### config.mk
export PLATFORM = sky130hd
export DESIGN_NAME = iter_arith_unit
export DESIGN_NICKNAME = d
export VERILOG_FILES = /design/src/rtl/arith_pkg.sv /design/src/rtl/muldiv_step.sv /design/src/rtl/iter_arith_unit.sv
export SDC_FILE = /design/constraint.sdc
export NUM_CORES = 1
export LEC_CHECK = 0
export ABC_CLOCK_PERIOD_IN_PS = 8200
export CELL_PAD_IN_SITES_DETAIL_PLACEMENT = 0
export CELL_PAD_IN_SITES_GLOBAL_PLACEMENT = 1
export CORE_MARGIN = 3
export CORE_UTILIZATION = 35
export CTS_CLUSTER_DIAMETER = 150
export DETAILED_ROUTE_END_ITERATION = 16
export PLACE_DENSITY_LB_ADDON = 0.25
export SYNTH_ARGS = -nofsm -noshare
export SYNTH_HDL_FRONTEND = slang
export SYNTH_HIERARCHICAL = 1
export SYNTH_SLANG_ARGS = --single-unit
### constraint.sdc
create_clock -name CLK -period 8.2 [get_ports CLK]
set_clock_uncertainty 0.15 [all_clocks]
set_input_delay 0.82 -clock CLK [delete_from_list [all_inputs] [get_ports CLK]]
set_output_delay 0.82 -clock CLK [all_outputs]
set_load 0.1 [all_outputs]
### src/rtl/arith_pkg.sv
// rtl/arith_pkg.sv - shared op encodings, FSM state type and default width for the iterative arithmetic unit
package arith_pkg;

    localparam int DEFAULT_WIDTH = 32;

    localparam logic [1:0] OP_ADD = 2'b00;
    localparam logic [1:0] OP_SUB = 2'b01;
    localparam logic [1:0] OP_MUL = 2'b10;
    localparam logic [1:0] OP_DIV = 2'b11;

    typedef enum logic [1:0] {
        IDLE = 2'b00,
        CALC = 2'b01,
        DONE = 2'b10
    } state_t;

endpackage

### src/rtl/muldiv_step.sv
// rtl/muldiv_step.sv - one combinational shift-add multiply or restoring divide iteration
module muldiv_step
    import arith_pkg::*;
#(
    parameter int WIDTH = DEFAULT_WIDTH
) (
    input  logic               is_div,
    input  logic [2*WIDTH-1:0] acc,
    input  logic [WIDTH-1:0]   operand,
    output logic [WIDTH-1:0]   hi_next,
    output logic [WIDTH-1:0]   lo_next
);

    // acc holds {partial product, remaining multiplier} for mul and
    // {partial remainder, remaining dividend / growing quotient} for div.
    logic [WIDTH-1:0] hi;
    logic [WIDTH-1:0] lo;
    logic [WIDTH:0]   mul_sum;
    logic [WIDTH:0]   div_shifted;
    logic [WIDTH-1:0] div_diff;
    logic             div_fits;

    assign hi = acc[2*WIDTH-1:WIDTH];
    assign lo = acc[WIDTH-1:0];

    // Select between one multiply step and one divide step.
    always_comb begin
        mul_sum     = {1'b0, hi} + {1'b0, (lo[0] ? operand : {WIDTH{1'b0}})};
        div_shifted = {hi, lo[WIDTH-1]};
        div_fits    = (div_shifted >= {1'b0, operand});
        // When the divisor fits, the difference is below the divisor and so fits in WIDTH bits.
        div_diff    = div_shifted[WIDTH-1:0] - operand;
        if (is_div) begin
            hi_next = div_fits ? div_diff : div_shifted[WIDTH-1:0];
            lo_next = {lo[WIDTH-2:0], div_fits};
        end else begin
            hi_next = mul_sum[WIDTH:1];
            lo_next = {mul_sum[0], lo[WIDTH-1:1]};
        end
    end

endmodule

### src/rtl/iter_arith_unit.sv
// rtl/iter_arith_unit.sv - add/sub in one cycle, mul/div iterated one bit per cycle
module iter_arith_unit
    import arith_pkg::*;
#(
    parameter int WIDTH = DEFAULT_WIDTH
) (
    input  logic               CLK,
    input  logic               reset,
    input  logic               start,
    input  logic [WIDTH-1:0]   opA,
    input  logic [WIDTH-1:0]   opB,
    input  logic [1:0]         module_select,
    output logic               busy,
    output logic               done,
    output logic [2*WIDTH-1:0] result,
    output logic               div_by_zero
);

    localparam int CNT_W = $clog2(WIDTH) + 1;

    state_t             state;
    logic [1:0]         op_q;
    logic [2*WIDTH-1:0] acc;
    logic [WIDTH-1:0]   operand_q;
    logic [CNT_W-1:0]   iter_cnt;
    logic [WIDTH-1:0]   hi_next;
    logic [WIDTH-1:0]   lo_next;

    muldiv_step #(
        .WIDTH (WIDTH)
    ) u_step (
        .is_div  (op_q == OP_DIV),
        .acc     (acc),
        .operand (operand_q),
        .hi_next (hi_next),
        .lo_next (lo_next)
    );

    assign busy = (state != IDLE);

    // Control FSM: accept in IDLE, iterate in CALC, pulse done for one cycle in DONE.
    always_ff @(posedge CLK) begin
        if (reset) begin
            state       <= IDLE;
            done        <= 1'b0;
            result      <= '0;
            div_by_zero <= 1'b0;
            iter_cnt    <= '0;
            acc         <= '0;
            operand_q   <= '0;
            op_q        <= OP_ADD;
        end else begin
            case (state)
                IDLE: begin
                    done <= 1'b0;
                    if (start) begin
                        op_q     <= module_select;
                        iter_cnt <= '0;
                        case (module_select)
                            OP_ADD: begin
                                result      <= {{(WIDTH-1){1'b0}}, ({1'b0, opA} + {1'b0, opB})};
                                div_by_zero <= 1'b0;
                                done        <= 1'b1;
                                state       <= DONE;
                            end
                            OP_SUB: begin
                                result      <= {{WIDTH{1'b0}}, opA} - {{WIDTH{1'b0}}, opB};
                                div_by_zero <= 1'b0;
                                done        <= 1'b1;
                                state       <= DONE;
                            end
                            OP_MUL: begin
                                // Multiplier sits in the low half and is consumed LSB first.
                                acc       <= {{WIDTH{1'b0}}, opB};
                                operand_q <= opA;
                                state     <= CALC;
                            end
                            OP_DIV: begin
                                if (opB == '0) begin
                                    result      <= {opA, {WIDTH{1'b1}}};
                                    div_by_zero <= 1'b1;
                                    done        <= 1'b1;
                                    state       <= DONE;
                                end else begin
                                    // Dividend sits in the low half and is consumed MSB first.
                                    acc       <= {{WIDTH{1'b0}}, opA};
                                    operand_q <= opB;
                                    state     <= CALC;
                                end
                            end
                        endcase
                    end
                end
                CALC: begin
                    acc      <= {hi_next, lo_next};
                    iter_cnt <= iter_cnt + CNT_W'(1);
                    // The last iteration writes straight into result so done lands on DONE entry.
                    if (iter_cnt == CNT_W'(WIDTH - 1)) begin
                        result      <= {hi_next, lo_next};
                        div_by_zero <= 1'b0;
                        done        <= 1'b1;
                        state       <= DONE;
                    end
                end
                DONE: begin
                    done  <= 1'b0;
                    state <= IDLE;
                end
                default: begin
                    done  <= 1'b0;
                    state <= IDLE;
                end
            endcase
        end
    end

endmodule

==> results.json <==
{
  "result_of_the_run": "completed",
  "tns_ps": 0,
  "report.final.setup_viol": 0,
  "grt_busiest_layer": "met2",
  "crit_path_start": "acc[0]",
  "synth_cells": 2194,
  "clock_insertion_delay_worst_skew_ps": 460,
  "endpoint_kind": "register",
  "avgSynthCellArea_um2": 7.26,
  "dp_slack_ps": 3350,
  "fillerInstances": 4636,
  "worst-slew-pin-transition_ps": 1170,
  "die_height_um": 219,
  "synth_ff_type": "dfxtp_1",
  "rsz0062_at_grt": "no",
  "crit_family": "compound AO/OA/AOI/OAI gates",
  "setup.worst_path.end": "result[59]",
  "global_route.usage.met3": 0.0359,
  "synth_top_cells_by_count": "nand2_1, nor2_1, a21oi_1, dfxtp_1, o21ai_0",
  "timing.hold.worst.class": "reg2reg",
  "globalplace.congestion": 0.917,
  "ctsResizeCount": 0,
  "path_max_fanout": 32,
  "top_level_ports": 136,
  "vias_per_cell": 5.89,
  "cts_hold_buf": 0,
  "grt_antenna_before_repair": 3,
  "detail_route.iter0.violations": 1547,
  "crit_required_ps": 8390,
  "number_of_cells_on_the_critical_path": 16,
  "ys.warnings.count": 6,
  "power.density_nw_per_um2": 156,
  "synth_top_area_frac": 0.216,
  "crit_slowest_cell": "o31ai_1",
  "row_count": 77,
  "cts.reportedPaths.clkPinSlew_ps": 70,
  "timing_worst_setup_path_type": "reg2reg",
  "hold_viol_final": 0,
  "cts_htree_levels": 4,
  "worst-path-buf-inv": 2,
  "clock_path_buffers": 2,
  "crit_path_cell_trace": "buf_4 > and2_1 > ha_1 > fa_1 > a21oi_1 > o22ai_1 > o31ai_1 > o21ai_0 > buf_4 > and3_1 > o2111ai_1 > nand3_1 > nor3b_1 > a311o_1 > o21ai_0 > o21ai_0",
  "startpoint_class_of_the_critical_path": "register",
  "post_cts_buffers": 0,
  "drv_cap": 0,
  "core-area_um2": 44600,
  "routed_wire_length_per_instance_um": 22.3,
  "worst-endpoint-arrival_ps": 4830,
  "detail_route.first_pass.iterations": 5,
  "finalCriticalPeriod_ps": 4640,
  "netlist.top_cell.by_area": "dfxtp_1",
  "route.detailed.drc": 0,
  "synthesis.nets": 2397,
  "worst_path_largest_cell_delay_ps": 560,
  "drv_slew": 0,
  "timing.critical_path.mode_cell": "o21ai_0",
  "p_leak_nw": 7.34,
  "rr_worst_depth": 16,
  "timing.final.ws_setup_ps": 3560,
  "synth.top_cells.by_area": "dfxtp_1, ha_1, a21oi_1, nand2_1, nor2_1",
  "r2r_slack_ps": 3560,
  "port_buffers": 135,
  "slew-limit-headroom": 0.218,
  "wirelength_um": 62900,
  "r2r-start": "acc[0]",
  "vdd.ir_drop.worst_uv": 124,
  "asr_flop_ratio_synth": 0,
  "total_routing_resource_utilization_after_global_routing": 0.255,
  "final_min_period_over_clock_period": 0.566,
  "final_layout_size_suffix_gt1_frac": 0.0641,
  "yosysMostFrequentCell": "nand2_1",
  "dr_total_vias": 16600,
  "relative_area_change_from_synthesis_to_final_layout_pct": 13.8,
  "dieArea_um2": 48100,
  "ys_ff_latch": 172,
  "via_count_of_the_first_global_routing_pass": 15700,
  "nNetsFinal": 2420,
  "globalRouteMet2Util": 0.397,
  "clock-sinks": 172,
  "drt.antenna.violating_nets": 0,
  "synth_edf_count": 0,
  "synth.lib_cells_used.distinct": 97,
  "number_of_buffers_added_by_the_clock_tree_synthesis_step": 17,
  "gr-total-overflow": 0,
  "cts-root-buf": "clkbuf_16",
  "netlist_area_um2": 15900,
  "grt_util_met1": 0.365,
  "fmaxAchievable_ghz": 0.215,
  "initial_standard_cell_utilization_of_the_core": 0.357,
  "grt_max_degree": 77,
  "floorplan.die.width_um": 219,
  "detailed_place_hpwl_um": 46500,
  "worstReg2RegEnd": "result[59]",
  "synth_sequential_area_ratio": 0.216,
  "cts_tree": "built",
  "grt_first_pass_wirelength_um": 95000
}
[final cells by class]
class,count,area [um^2],area share
well taps,592,741,0.0409
inverters,108,405,0.0224
clock buffers,20,447,0.0246
flip-flops and latches,172,3440,0.190
clock inverters,12,138,0.00759
repair buffers,153,1480,0.0819
diodes,1,2.50,0.000138
multi-input cells,1765,11500,0.632
[worst reg2reg max path: stages, from the launching register on]
cell and delay [ps]:
dfxtp_1 330, buf_4 230, and2_1 190, ha_1 230, fa_1 450, a21oi_1 230
o22ai_1 200, o31ai_1 560, o21ai_0 190, buf_4 190, and3_1 240, o2111ai_1 350
nand3_1 110, nor3b_1 150, a311o_1 370, o21ai_0 240, o21ai_0 120
[worst min-delay path by stage]
stage	startpoint	cells past startpoint	to	slack, ps
after CTS	result[35]	2	result[35]	310
after global routing	div_by_zero	2	div_by_zero	330
after floorplan	op_q[1]	2	op_q[1]	300
after detailed placement	result[35]	2	result[35]	290
final	result[35]	2	result[35]	300
after global placement	div_by_zero	2	div_by_zero	290
[flip-flops by register name, summed over array words and instances, names as in the netlist]
signal and flops:
acc 64, div_by_zero 1, iter_cnt 6, result 64, done 1, state 2
operand_q 32, op_q 2
[metrics by stage]
step            util  area [um^2]  cells  hold slack [ps]  power, W
2_1_floorplan      -        15900   2194              302   0.00167
3_3_place_gp   0.393        17500   2790              293   0.00197
3_5_place_dp   0.393        17500   2790              291   0.00197
4_1_cts        0.406        18100   2822              307   0.00283
5_1_grt        0.406        18100   2822              326   0.00295
6_report       0.406        18100   2823              304   0.00282
[report_power, final]
| part | internal, W | total (W) | switching [W] |
|---|---|---|---|
| Sequential | 0.000884 | 0.000933 | 0.0000484 |
| Combinational | 0.000336 | 0.00104 | 0.000701 |
| Clock | 0.000460 | 0.000851 | 0.000391 |
[metal layers]
metal / wire length (um) / vias up
li1: - / 7938
met1: 29700 / 7947
met2: 27500 / 640
met3: 4070 / 100
met4: 1600 / 4
met5: 27 / -
[cells by family after synthesis]
logic type | after synthesis | share of synthesized area
AOI/OAI and AO/OA | 729 | 0.306
xor gates and xnor gates | 102 | 0.0561
adders and majority gates | 134 | 0.107
buffers and inverters | 257 | 0.0674
DFF | 172 | 0.216
muxes | 51 | 0.0346
and+or+nand+nor | 749 | 0.213
[cells in the final DEF (no fill, tap or decap), types with 66 or more instances in the layout]
cell type,n
nand2_1,258
nor2_1,250
a21oi_1,215
dfxtp_1,172
o21ai_0,134
clkdlybuf4s50_1,134
ha_1,130
inv_1,106
xnor2_1,75
a311oi_1,66
No activity file was read; power rests on OpenSTA's default activity.
